### src/rtl/alu_cmd_sequencer.sv
// alu_cmd_sequencer: command front-end for the simple ALU.
// Queues {a, b, op} commands in a DEPTH-entry FIFO (valid/ready), issues one
// command at a time to the ALU, waits RESULT_LAT edges after the edge that
// samples alu_start, captures alu_c and returns it on a valid/ready response.
// Optional build macro: ALU_DIV0_CHECK_EN (DIV/MOD by zero answered with
// rsp_err=1, rsp_data=0 and never issued to the ALU).
module alu_cmd_sequencer #(
   parameter int unsigned DEPTH      = 4,
   parameter int unsigned RESULT_LAT = 2
) (
   input  logic        clock,
   input  logic        reset_n,
   input  logic        cmd_valid,
   output logic        cmd_ready,
   input  logic [31:0] cmd_a,
   input  logic [31:0] cmd_b,
   input  logic [2:0]  cmd_op,
   output logic        alu_start,
   output logic [31:0] alu_a,
   output logic [31:0] alu_b,
   output logic [2:0]  alu_mode,
   input  logic [31:0] alu_c,
   output logic        rsp_valid,
   input  logic        rsp_ready,
   output logic [31:0] rsp_data,
   output logic        rsp_err,
   output logic        busy
);

   localparam int unsigned AW = $clog2(DEPTH);
   localparam int unsigned CW = (RESULT_LAT > 1) ? $clog2(RESULT_LAT) : 1;

   typedef enum logic [1:0] {S_IDLE, S_WAIT, S_RESP} state_e;
   typedef enum logic [2:0] {OP_ADD, OP_SUB, OP_MUL, OP_DIV, OP_MOD, OP_ACC, OP_MAC} op_e;

   logic [31:0]   r_fifo_a  [DEPTH];
   logic [31:0]   r_fifo_b  [DEPTH];
   logic [2:0]    r_fifo_op [DEPTH];
   logic [AW:0]   r_wptr;
   logic [AW:0]   r_rptr;

   state_e        r_state;
   state_e        w_next;
   logic [CW-1:0] r_cnt;
   logic [31:0]   r_alu_a;
   logic [31:0]   r_alu_b;
   logic [2:0]    r_alu_mode;
   logic          r_rsp_valid;
   logic [31:0]   r_rsp_data;
   logic          r_rsp_err;

   logic          w_empty;
   logic          w_full;
   logic          w_push;
   logic          w_pop;
   logic          w_issue;
   logic          w_div0;
   logic [31:0]   w_head_a;
   logic [31:0]   w_head_b;
   logic [2:0]    w_head_op;

   assign w_empty   = (r_wptr == r_rptr);
   assign w_full    = (r_wptr[AW] != r_rptr[AW]) && (r_wptr[AW-1:0] == r_rptr[AW-1:0]);
   assign w_push    = cmd_valid && !w_full;
   assign w_pop     = (r_state == S_IDLE) && !w_empty;
   assign w_head_a  = r_fifo_a[r_rptr[AW-1:0]];
   assign w_head_b  = r_fifo_b[r_rptr[AW-1:0]];
   assign w_head_op = r_fifo_op[r_rptr[AW-1:0]];

`ifdef ALU_DIV0_CHECK_EN
   assign w_div0 = ((w_head_op == OP_DIV) || (w_head_op == OP_MOD)) && (w_head_b == '0);
`else
   assign w_div0 = 1'b0;
`endif

   assign w_issue = w_pop && !w_div0;

   // FIFO storage write (no reset needed; pointers define validity)
   always_ff @(posedge clock) begin
      if (w_push) begin
         r_fifo_a[r_wptr[AW-1:0]]  <= cmd_a;
         r_fifo_b[r_wptr[AW-1:0]]  <= cmd_b;
         r_fifo_op[r_wptr[AW-1:0]] <= cmd_op;
      end
   end

   // FIFO pointers with extra wrap bit
   always_ff @(posedge clock or negedge reset_n) begin
      if (!reset_n) begin
         r_wptr <= '0;
         r_rptr <= '0;
      end else begin
         if (w_push) r_wptr <= r_wptr + (AW+1)'(1);
         if (w_pop)  r_rptr <= r_rptr + (AW+1)'(1);
      end
   end

   // FSM state register
   always_ff @(posedge clock or negedge reset_n) begin
      if (!reset_n) r_state <= S_IDLE;
      else          r_state <= w_next;
   end

   // FSM next-state logic
   always_comb begin
      w_next = r_state;
      case (r_state)
         S_IDLE:  if (!w_empty) w_next = w_div0 ? S_RESP : S_WAIT;
         S_WAIT:  if (r_cnt == '0) w_next = S_RESP;
         S_RESP:  if (r_rsp_valid && rsp_ready) w_next = S_IDLE;
         default: w_next = S_IDLE;
      endcase
   end

   // Issue registers, latency counter and response capture
   always_ff @(posedge clock or negedge reset_n) begin
      if (!reset_n) begin
         r_cnt       <= '0;
         r_alu_a     <= '0;
         r_alu_b     <= '0;
         r_alu_mode  <= OP_ADD;
         r_rsp_valid <= 1'b0;
         r_rsp_data  <= '0;
         r_rsp_err   <= 1'b0;
      end else begin
         case (r_state)
            S_IDLE: begin
               if (w_issue) begin
                  r_alu_a    <= w_head_a;
                  r_alu_b    <= w_head_b;
                  r_alu_mode <= w_head_op;
                  r_cnt      <= CW'(RESULT_LAT - 1);
               end else if (w_pop) begin
                  r_rsp_valid <= 1'b1;
                  r_rsp_data  <= '0;
                  r_rsp_err   <= 1'b1;
               end
            end
            S_WAIT: begin
               if (r_cnt == '0) begin
                  r_rsp_valid <= 1'b1;
                  r_rsp_data  <= alu_c;
                  r_rsp_err   <= 1'b0;
               end else begin
                  r_cnt <= r_cnt - CW'(1);
               end
            end
            S_RESP: begin
               if (r_rsp_valid && rsp_ready) begin
                  r_rsp_valid <= 1'b0;
                  r_rsp_err   <= 1'b0;
               end
            end
            default: ;
         endcase
      end
   end

   // Outputs. The FIFO head is presented on alu_a/b/mode during the issue
   // cycle so the ALU samples operands together with alu_start; the issue
   // registers then hold them steady until the response handshake.
   always_comb begin
      cmd_ready = !w_full;
      alu_start = w_issue;
      alu_a     = w_issue ? w_head_a  : r_alu_a;
      alu_b     = w_issue ? w_head_b  : r_alu_b;
      alu_mode  = w_issue ? w_head_op : r_alu_mode;
      rsp_valid = r_rsp_valid;
      rsp_data  = r_rsp_data;
      rsp_err   = r_rsp_err;
      busy      = (r_state != S_IDLE) || !w_empty;
   end

endmodule

### config.mk
export PLATFORM = sky130hd
export DESIGN_NAME = alu_cmd_sequencer
export DESIGN_NICKNAME = d
export VERILOG_FILES = /design/src/rtl/alu_cmd_sequencer.sv
export SDC_FILE = /design/constraint.sdc
export NUM_CORES = 1
export LEC_CHECK = 0
export BUFFER_PORTS_ARGS = -buffer_cell sky130_fd_sc_hd__buf_4
export CELL_PAD_IN_SITES_DETAIL_PLACEMENT = 1
export CELL_PAD_IN_SITES_GLOBAL_PLACEMENT = 1
export CORE_AREA = 2 2 212 214
export DETAILED_ROUTE_END_ITERATION = 7
export DIE_AREA = 0 0 214 216
export GPL_TIMING_DRIVEN = 0
export HOLD_SLACK_MARGIN = 0.1
export PLACE_DENSITY = 0.71
export SYNTH_ARGS = -nofsm -noshare
export SYNTH_HDL_FRONTEND = slang
export SYNTH_SLANG_ARGS = --single-unit
### constraint.sdc
create_clock -name clock -period 7.3 [get_ports clock]
set_clock_uncertainty 0.1 [all_clocks]
set_input_delay 1.46 -clock clock [delete_from_list [all_inputs] [get_ports clock]]
set_output_delay 1.46 -clock clock [all_outputs]
set_load 0.05 [all_outputs]
Word-level counts from Yosys, hierarchy flattened. Memories as Yosys holds them, arrays and structs flattened. Cells that the tools add are included.

Bits in registers: 110. Bits in writable memories: 268. Bits of input ports: 103. Output and inout bits: 104. Word-level logic and storage cells: 58. Memories: 3.

Memories: r_fifo_a (depth 4, bits a word 32, rd ports 1, clocked after Yosys merged registers in 0, wr ports 1, RTL line 36) `logic [31:0] r_fifo_a [DEPTH];`; r_fifo_b (depth 4, bits a word 32, rd ports 1, clocked after Yosys merged registers in 0, wr ports 1, RTL line 37) `logic [31:0] r_fifo_b [DEPTH];`; r_fifo_op (depth 4, bits a word 3, rd ports 1, clocked after Yosys merged registers in 0, wr ports 1, RTL line 38) `logic [2:0] r_fifo_op [DEPTH];`.

$add $sub $neg: 3. Eq/ne operators: 9. Muxes and demuxes: 17. Bitwise gates (word level): 1. Reductions and logical operators: 15.

Operators with widths (number): $mux W32 (2); $ne A2 B2 Y1 const B (4); $mux W1 (7); $add A3 B1 Y3 const B (2); $mux W2 (3); $pmux W1 S2 (3); $pmux W2 S3 (1); $reduce_and A3 Y1 (2); $reduce_bool A2 Y1 (3); $logic_and A1 B1 Y1 (4); $reduce_and A2 Y1 (2); $eq A3 B3 Y1 (1); $mux W3 (1); $eq A2 B1 Y1 const B (1); $eq A2 B2 Y1 (1); $eq A2 B2 Y1 const B (1); $logic_not A1 Y1 (2); $logic_not A2 Y1 (1); $logic_or A1 B1 Y1 (1); $ne A1 B1 Y1 (1); $not A1 Y1 (1); $sub A1 B1 Y1 const B (1).

Logic depth before layout (Yosys ltp). Gate-level depths: netlist of run 1.

Depth in word-level cells: 6. Mapped depth: 6. Depth with buffers taken out: 4.

Least setup slack after synthesis of run 1. OpenSTA, ideal clock, no wires.

Path kind: input-to-reg. Start point: input cmd_valid. End point: memory r_fifo_a[3][0], enable pin. Setup time: 0.536 ns. Arrival: 4.950 ns. Required time: 6.664 ns. Slack: 1.714 ns. Cell stages on the path: 2. Path buffers: 0. Cells stage by stage: nand2_1 > a31oi_1.

Word-level cells in the longest chain between the ends: 3.

RTL lines: from (decl) (RTL line 13) `input logic cmd_valid,`; $logic_and A1 B1 Y1 (RTL line 64) `assign w_push = cmd_valid && !w_full;`; $mux W1 (RTL line 80) `if (w_push) begin`; $mux W1 (implied by the code) (RTL line 81) `r_fifo_a[r_wptr[AW-1:0]] <= cmd_a;`; to (decl) (RTL line 36).

No other way between the ends.

Final worst setup path of run 1.
Start point: register r_rptr[1]. End point: output alu_a[25].

Word-level cells in the longest chain between the ends: 4. Elaborated cells between the ends (all ways): 5. Those cells by class: eq/ne (1); mux (1); reduce/logical (2); memory (1).

RTL lines: from (decl) (RTL line 40) `logic [AW:0] r_rptr;`; from (signal assigned) (RTL line 94) `if (w_pop) r_rptr <= r_rptr + (AW+1)'(1);`; $eq A3 B3 Y1 (RTL line 62) `assign w_empty = (r_wptr == r_rptr);`; $logic_not A1 Y1 (RTL line 65) `assign w_pop = (r_state == S_IDLE) && !w_empty;`; $logic_and A1 B1 Y1 (RTL line 65); $mux W32 (*); to (decl) (RTL line 19) `output logic [31:0] alu_a,`.

Mark *: on every way between the ends. The rest lies on a longest branch, timed or not.

==> impl_metrics.json, run 1 <==
{
  "yosysTopAreaCellShare_pct": 52.8,
  "antenna_found_initial": 2,
  "die_h_microns": 216,
  "utilization_pct": 43.6,
  "cp_common_cell": "buf_2",
  "dp_hpwl_mm": 21.4,
  "grt_max_degree": 77,
  "required_ns": 5.74,
  "drv_cap": 0,
  "worstPathMaxFanout": 10,
  "cts_resized": 0,
  "num_rows": 77,
  "cts.clk_slew.worst_paths_ns": 0.06,
  "ys.flop_type": "edfxtp_1",
  "post-cts-setup-buffers": 0,
  "slowest_delay_ns": 0.59,
  "fillers": 4214,
  "syn_area_sq_mm": 0.0152,
  "cts_buffer_depth": 3,
  "first_iter_violations": 404,
  "ctsHoldBuffers": 0,
  "drive_above_1_share_pct": 56.0,
  "die-area_sq_mm": 0.0462,
  "routed_wl_mm": 33.8,
  "area_growth_syn_to_layout_pct": 25.5,
  "clock_latency_ns": 0.57,
  "critPathLaunchType": "flop",
  "final_nets": 1056,
  "clockRootBuffer": "clkbuf_16",
  "grt_pass1_vias": 8431,
  "synthCells": 691,
  "synthArstFlopShare_pct": 28.9,
  "min_period_ns": 4.61,
  "dp_slack_ns": 3.17,
  "vias": 7379,
  "fin_crit_sh_pct": 63.2,
  "wire_per_inst_microns": 21.4,
  "overflow": 0,
  "start_util_pct": 34.8,
  "worst_path_max_delay_cell": "clkbuf_1",
  "hp-class": "flop to flop",
  "synth_top_area_cell": "edfxtp_1",
  "status": "completed",
  "grt_pass1_wl_mm": 52.2,
  "drc": 0,
  "ys_ff_latch": 377,
  "portBuffers": 205,
  "fmax_ghz": 0.217,
  "place.gp.congestion": 0.766,
  "die_width_microns": 214,
  "fp.coreArea_sq_mm": 0.0438,
  "synth_most_common_cell": "edfxtp_1",
  "cts_buffers": 42,
  "slew_viol_final": 0,
  "h-tree-depth": 2,
  "tightest_slew_ns": 0.845,
  "yosys.cell_types.count": 27,
  "synth.top_cells.by_area": "edfxtp_1 (53%), dfrtp_1 (18%), mux2_4 (13%)",
  "criticalPathCategory": "flop to output pin",
  "synth.avg_cell_area_sq_um": 22.0,
  "io_pins": 207,
  "synth_edf_count": 268,
  "dpl_cell_area_sq_mm": 0.0177,
  "synthTopCellsByCount": "edfxtp_1 (268), mux2_4 (128), dfrtp_1 (109), mux4_2 (67), mux2_2 (40)",
  "yosysWarnings": 0,
  "synth_fp_nets": 799,
  "tns_ns": 0,
  "vias_per_cell": 4.68,
  "clock_sinks": 377,
  "cp_cell_sequence": "buf_2 > buf_2 > clkbuf_1 > mux4_2 > mux2_4 > buf_4",
  "drtPass1Iterations": 4,
  "setup_viol": 0,
  "setup_ws_ns": 2.69,
  "hold_viol": 0,
  "cts_tree": "done",
  "rsz0062_at_grt": "no",
  "slew_headroom_pct": 43.7,
  "arrival_ns": 3.05,
  "fin_area_sq_mm": 0.0191,
  "drt.antenna.violating_nets": 0,
  "cp-end-kind": "output pin",
  "grt_usage_pct": 15.0,
  "synth-seq-area-share_pct": 70.7
}
[final cells by class]
class / count / area (sq um) / share of cell area (%)
sequential: 377 / 10800 / 56.3
clock buffer: 58 / 1190 / 6.23
antenna: 2 / 5.00 / 0.0262
timing repair buffer: 213 / 1730 / 9.06
inverter: 3 / 11.3 / 0.0589
tap: 592 / 741 / 3.87
clock inverter: 20 / 199 / 1.04
multi-input combinational: 275 / 4200 / 22.0
buffer: 36 / 273 / 1.43
[worst max-delay path: cells and delay by family, from the launching register on]
| family | cells | cell delay [ns] |
|---|---|---|
| buffers and inverters | 4 | 1.41 |
| DFF | 1 | 0.35 |
| muxes | 2 | 0.71 |
[kinds of logic after synthesis]
group                    Yosys count  synth area share [%]
AO/OA/AOI/OAI                      9                 0.452
XOR/XNOR                          10                 0.575
adder cells (fa/ha/maj)            5                 0.411
buffers and inverters             39                  1.86
flip-flops                       377                  70.7
multiplexers                     235                  25.5
other                              1                0.0246
AND/OR/NAND/NOR                   15                 0.476
[routing by layer]
| layer | up-vias | track usage, % | routed length, microns |
|---|---|---|---|
| met5 | - | 0 | 0 |
| met4 | 0 | 5.52 | 689 |
| met3 | 50 | 3.04 | 1540 |
| met2 | 176 | 25.3 | 17000 |
| met1 | 3877 | 19.1 | 14500 |
| li1 | 3276 | - | - |
[placed cells by master (no fill, tap or decap), types with 5 or more instances in the layout]
| cell type | synthesis | routed |
|---|---|---|
| buf_4 | 3 | 207 |
| dfrtp_1 | 109 | 109 |
| buf_6 | 15 | 16 |
| mux4_2 | 67 | 67 |
| mux2_4 | 128 | 128 |
| xnor2_1 | 5 | 5 |
| buf_2 | 11 | 11 |
| nor2_1 | 5 | 5 |
| clkbuf_8 | 0 | 6 |
| clkbuf_1 | 7 | 16 |
| mux2_2 | 40 | 40 |
| clkinv_2 | 0 | 5 |
| clkbuf_16 | 0 | 43 |
| edfxtp_1 | 268 | 268 |
| xor2_1 | 5 | 5 |
| ha_1 | 5 | 5 |
[final timing paths]
kind                                                from  slack [ns]                         to  depth (start not counted)
worst min register to register  rsp_data[10]$_DFFE_PN0P_        0.40   rsp_data[10]$_DFFE_PN0P_                          1
min in group asynchronous                        reset_n        0.70    r_alu_b[19]$_DFFE_PN0P_                          1
worst min-delay path            rsp_data[10]$_DFFE_PN0P_        0.40   rsp_data[10]$_DFFE_PN0P_                          1
max in group asynchronous                        reset_n        5.58  r_alu_mode[0]$_DFFE_PN0P_                          2
worst max register to register     r_rptr[0]$_DFFE_PN0N_        4.49  r_fifo_a[3][20]$_DFFE_PP_                          8
worst max-delay path               r_rptr[1]$_DFFE_PN0N_        2.69                  alu_a[25]                          6
[flip-flops by register name, indices dropped and copies added, names as in the netlist]
register	count
r_fifo_a	128
r_fifo_b	128
r_alu_a	32
r_alu_b	32
rsp_data	32
r_fifo_op	12
r_alu_mode	3
r_rptr	3
r_wptr	3
r_state	2
r_cnt	1
rsp_valid	1
[stage by stage]
step | std cells | hold slack [ns]
after global placement | 1488 | 0.390
after detailed placement | 1496 | 0.397
after CTS | 1574 | 0.410
final | 1576 | 0.405
after global routing | 1576 | 0.415
after floorplan | 691 | 0.381
Power of run 1 is not shown: default switching activity piles up to over one toggle a cycle in this logic, so the estimate is an artifact.
==> run 2: changes to the inputs <==
ABC_AREA = 1   (was default)
CORE_AREA = 2 2 217 219   (was 2 2 212 214)
DIE_AREA = 0 0 219 221   (was 0 0 214 216)
PLACE_DENSITY = 0.79   (was 0.71)
clock period = 3.85 ns   (was 7.3 ns; I/O delays follow)
==> impl_metrics.json, run 2 <==
{
  "fin_crit_sh_pct": 95.4,
  "clock_sinks": 377,
  "hold_depth": 1,
  "final_common_cell": "nand2_1",
  "slew_headroom_pct": 39.9,
  "drive_above_1_share_pct": 17.4,
  "fin_area_sq_mm": 0.0199,
  "tightest_slew_ns": 0.900,
  "synthArstFlopShare_pct": 28.9,
  "r2r_cells": 9,
  "ff2ff_setup_slack_ns": 0.53,
  "seq_area_sq_mm": 0.0108,
  "yosysWarnings": 0,
  "r2r_start": "r_rptr[1]$_DFFE_PN0N_",
  "fillers": 5199,
  "cp_cell_sequence": "buf_2 > inv_2 > buf_2 > buf_2 > nand3_1 > nand2_1 > nand3_1 > nand2_1 > buf_4",
  "wire_per_inst_microns": 18.4,
  "vias": 12000,
  "drc": 0,
  "grt_usage_pct": 19.3,
  "h-tree-depth": 2,
  "area_growth_syn_to_layout_pct": 25.0,
  "cp-endpoint": "alu_a[3]",
  "first_iter_violations": 884,
  "dp_slack_ns": 0.542,
  "synth_fp_nets": 1733,
  "synth.top_cells.by_area": "edfxtp_1 (50%), dfrtp_1 (17%), nand2_1 (15%)",
  "cts_tree": "done",
  "worst-path-stages": 9,
  "drtPass1Iterations": 5,
  "drt.antenna.violating_nets": 0,
  "final_nets": 1994,
  "worst_path_max_delay_cell": "buf_2",
  "arrival_ns": 2.80,
  "overflow": 0,
  "cp_common_cell": "buf_2",
  "required_ns": 2.98,
  "min_period_ns": 3.67,
  "syn_area_sq_mm": 0.0159,
  "crit_family": "buffers and inverters",
  "synthTopCellsByCount": "nand2_1 (632), inv_1 (275), edfxtp_1 (268), nand3_1 (242), dfrtp_1 (109)",
  "setup_ws_ns": 0.177,
  "hold_viol": 0,
  "status": "completed",
  "die-area_sq_mm": 0.0484,
  "die_h_microns": 221,
  "worstPathMaxFanout": 10,
  "ys_ff_latch": 377,
  "start_util_pct": 34.6,
  "grt_pass1_wl_mm": 71.3,
  "vias_per_cell": 4.73,
  "rsz0062_at_grt": "no",
  "clock_latency_ns": 0.56,
  "dp_hpwl_mm": 31.3,
  "cp.buffers_inverters": 5,
  "cts_buffers": 42,
  "grt_pass1_vias": 13000,
  "crit_start": "r_rptr[1]$_DFFE_PN0N_",
  "synth_most_common_cell": "nand2_1",
  "yosysTopAreaCellShare_pct": 50.5,
  "tns_ns": 0,
  "io_pins": 207,
  "cts_buffer_depth": 3,
  "portBuffers": 205,
  "antenna_found_initial": 3,
  "critPathLaunchType": "flop",
  "slew_viol_final": 0,
  "utilization_pct": 43.3,
  "synth.avg_cell_area_sq_um": 9.81,
  "place.gp.congestion": 0.791,
  "die_width_microns": 219,
  "cp-end-kind": "output pin",
  "fmax_ghz": 0.272,
  "grt_max_degree": 68,
  "cts_resized": 0,
  "num_rows": 79,
  "ys.flop_type": "edfxtp_1",
  "routed_wl_mm": 46.5,
  "rr_endpoint": "r_fifo_b[3][22]$_DFFE_PP_",
  "cts.clk_slew.worst_paths_ns": 0.06,
  "drv_cap": 0,
  "clockRootBuffer": "clkbuf_16",
  "synthCells": 1625,
  "setup_viol": 0,
  "yosys.cell_types.count": 22,
  "synth_edf_count": 268,
  "slowest_delay_ns": 0.44,
  "dpl_cell_area_sq_mm": 0.0185,
  "final_cell_mix": "nand2_1 (632), inv_1 (275), edfxtp_1 (268)",
  "criticalPathCategory": "flop to output pin",
  "hp-class": "input port to flop",
  "fp.coreArea_sq_mm": 0.0461,
  "synth-seq-area-share_pct": 67.6,
  "synth_top_area_cell": "edfxtp_1",
  "multiInputGateArea_sq_mm": 0.00378
}
run 2: logic make-up (layout without fill, tap and decap cells):
kind of cell	Yosys count	count (layout)	synth area share [%]
DFF	377	377	67.6
buffers and inverters	356	651	8.93
other	1	4	0.0235
xor gates and xnor gates	2	2	0.110
adders and majority gates	5	5	0.392
and+or+nand+nor	883	883	22.9
AOI/OAI and AO/OA	1	1	0.0314
run 2: final cells by class:
cell class / instances / area share (%)
clock buffer: 60 / 6.23
buffer: 75 / 1.85
antenna: 3 / 0.0377
inverter: 281 / 5.29
multi-input combinational: 892 / 19.0
tap: 607 / 3.81
clock inverter: 18 / 0.778
timing repair buffer: 217 / 9.01
sequential: 377 / 54.0
run 2: worst min path at each step:
stage	start	endpoint	slack (ns)
after global placement	r_alu_b[23]$_DFFE_PN0P_	r_alu_b[23]$_DFFE_PN0P_	0.35
after floorplan	r_alu_a[0]$_DFFE_PN0P_	r_alu_a[0]$_DFFE_PN0P_	0.34
after CTS	cmd_b[12]	r_fifo_b[2][12]$_DFFE_PP_	0.27
final	cmd_b[12]	r_fifo_b[2][12]$_DFFE_PP_	0.30
after detailed placement	r_alu_b[2]$_DFFE_PN0P_	r_alu_b[2]$_DFFE_PN0P_	0.35
after global routing	cmd_a[22]	r_fifo_a[3][22]$_DFFE_PP_	0.28
run 2: stage by stage:
stage                     cells  hold WS, ns
final                      2530        0.305
after global routing       2528        0.281
after CTS                  2527        0.268
after detailed placement   2448        0.353
after global placement     2437        0.348
after floorplan            1625        0.337
run 2: per-layer routing:
metal	global-route usage (%)	part of all wire, %	up-vias
li1	-	-	5633
met1	23.5	42	5920
met2	33.3	49	329
met3	4.07	5.9	92
met4	7.56	3.4	2
met5	0	0.022	-
run 2: worst register-to-register path, stage by stage, from the launching register on:
cell and delay (ns):
dfrtp_1 0.35, buf_2 0.26, inv_2 0.15, nand2_1 0.10, nand2_1 0.12, nand3_1 0.23, nand2_1 0.35, nor2_4 0.80
buf_12 0.30, buf_12 0.25
run 2: repair_timing:
item	in CTS	in global routing
endpoints found under the setup margin	0	0
setup buffers	0	0
hold endpoints to repair	42	0
hold buffers	1	0
Power of run 2 is left out for the same reason.
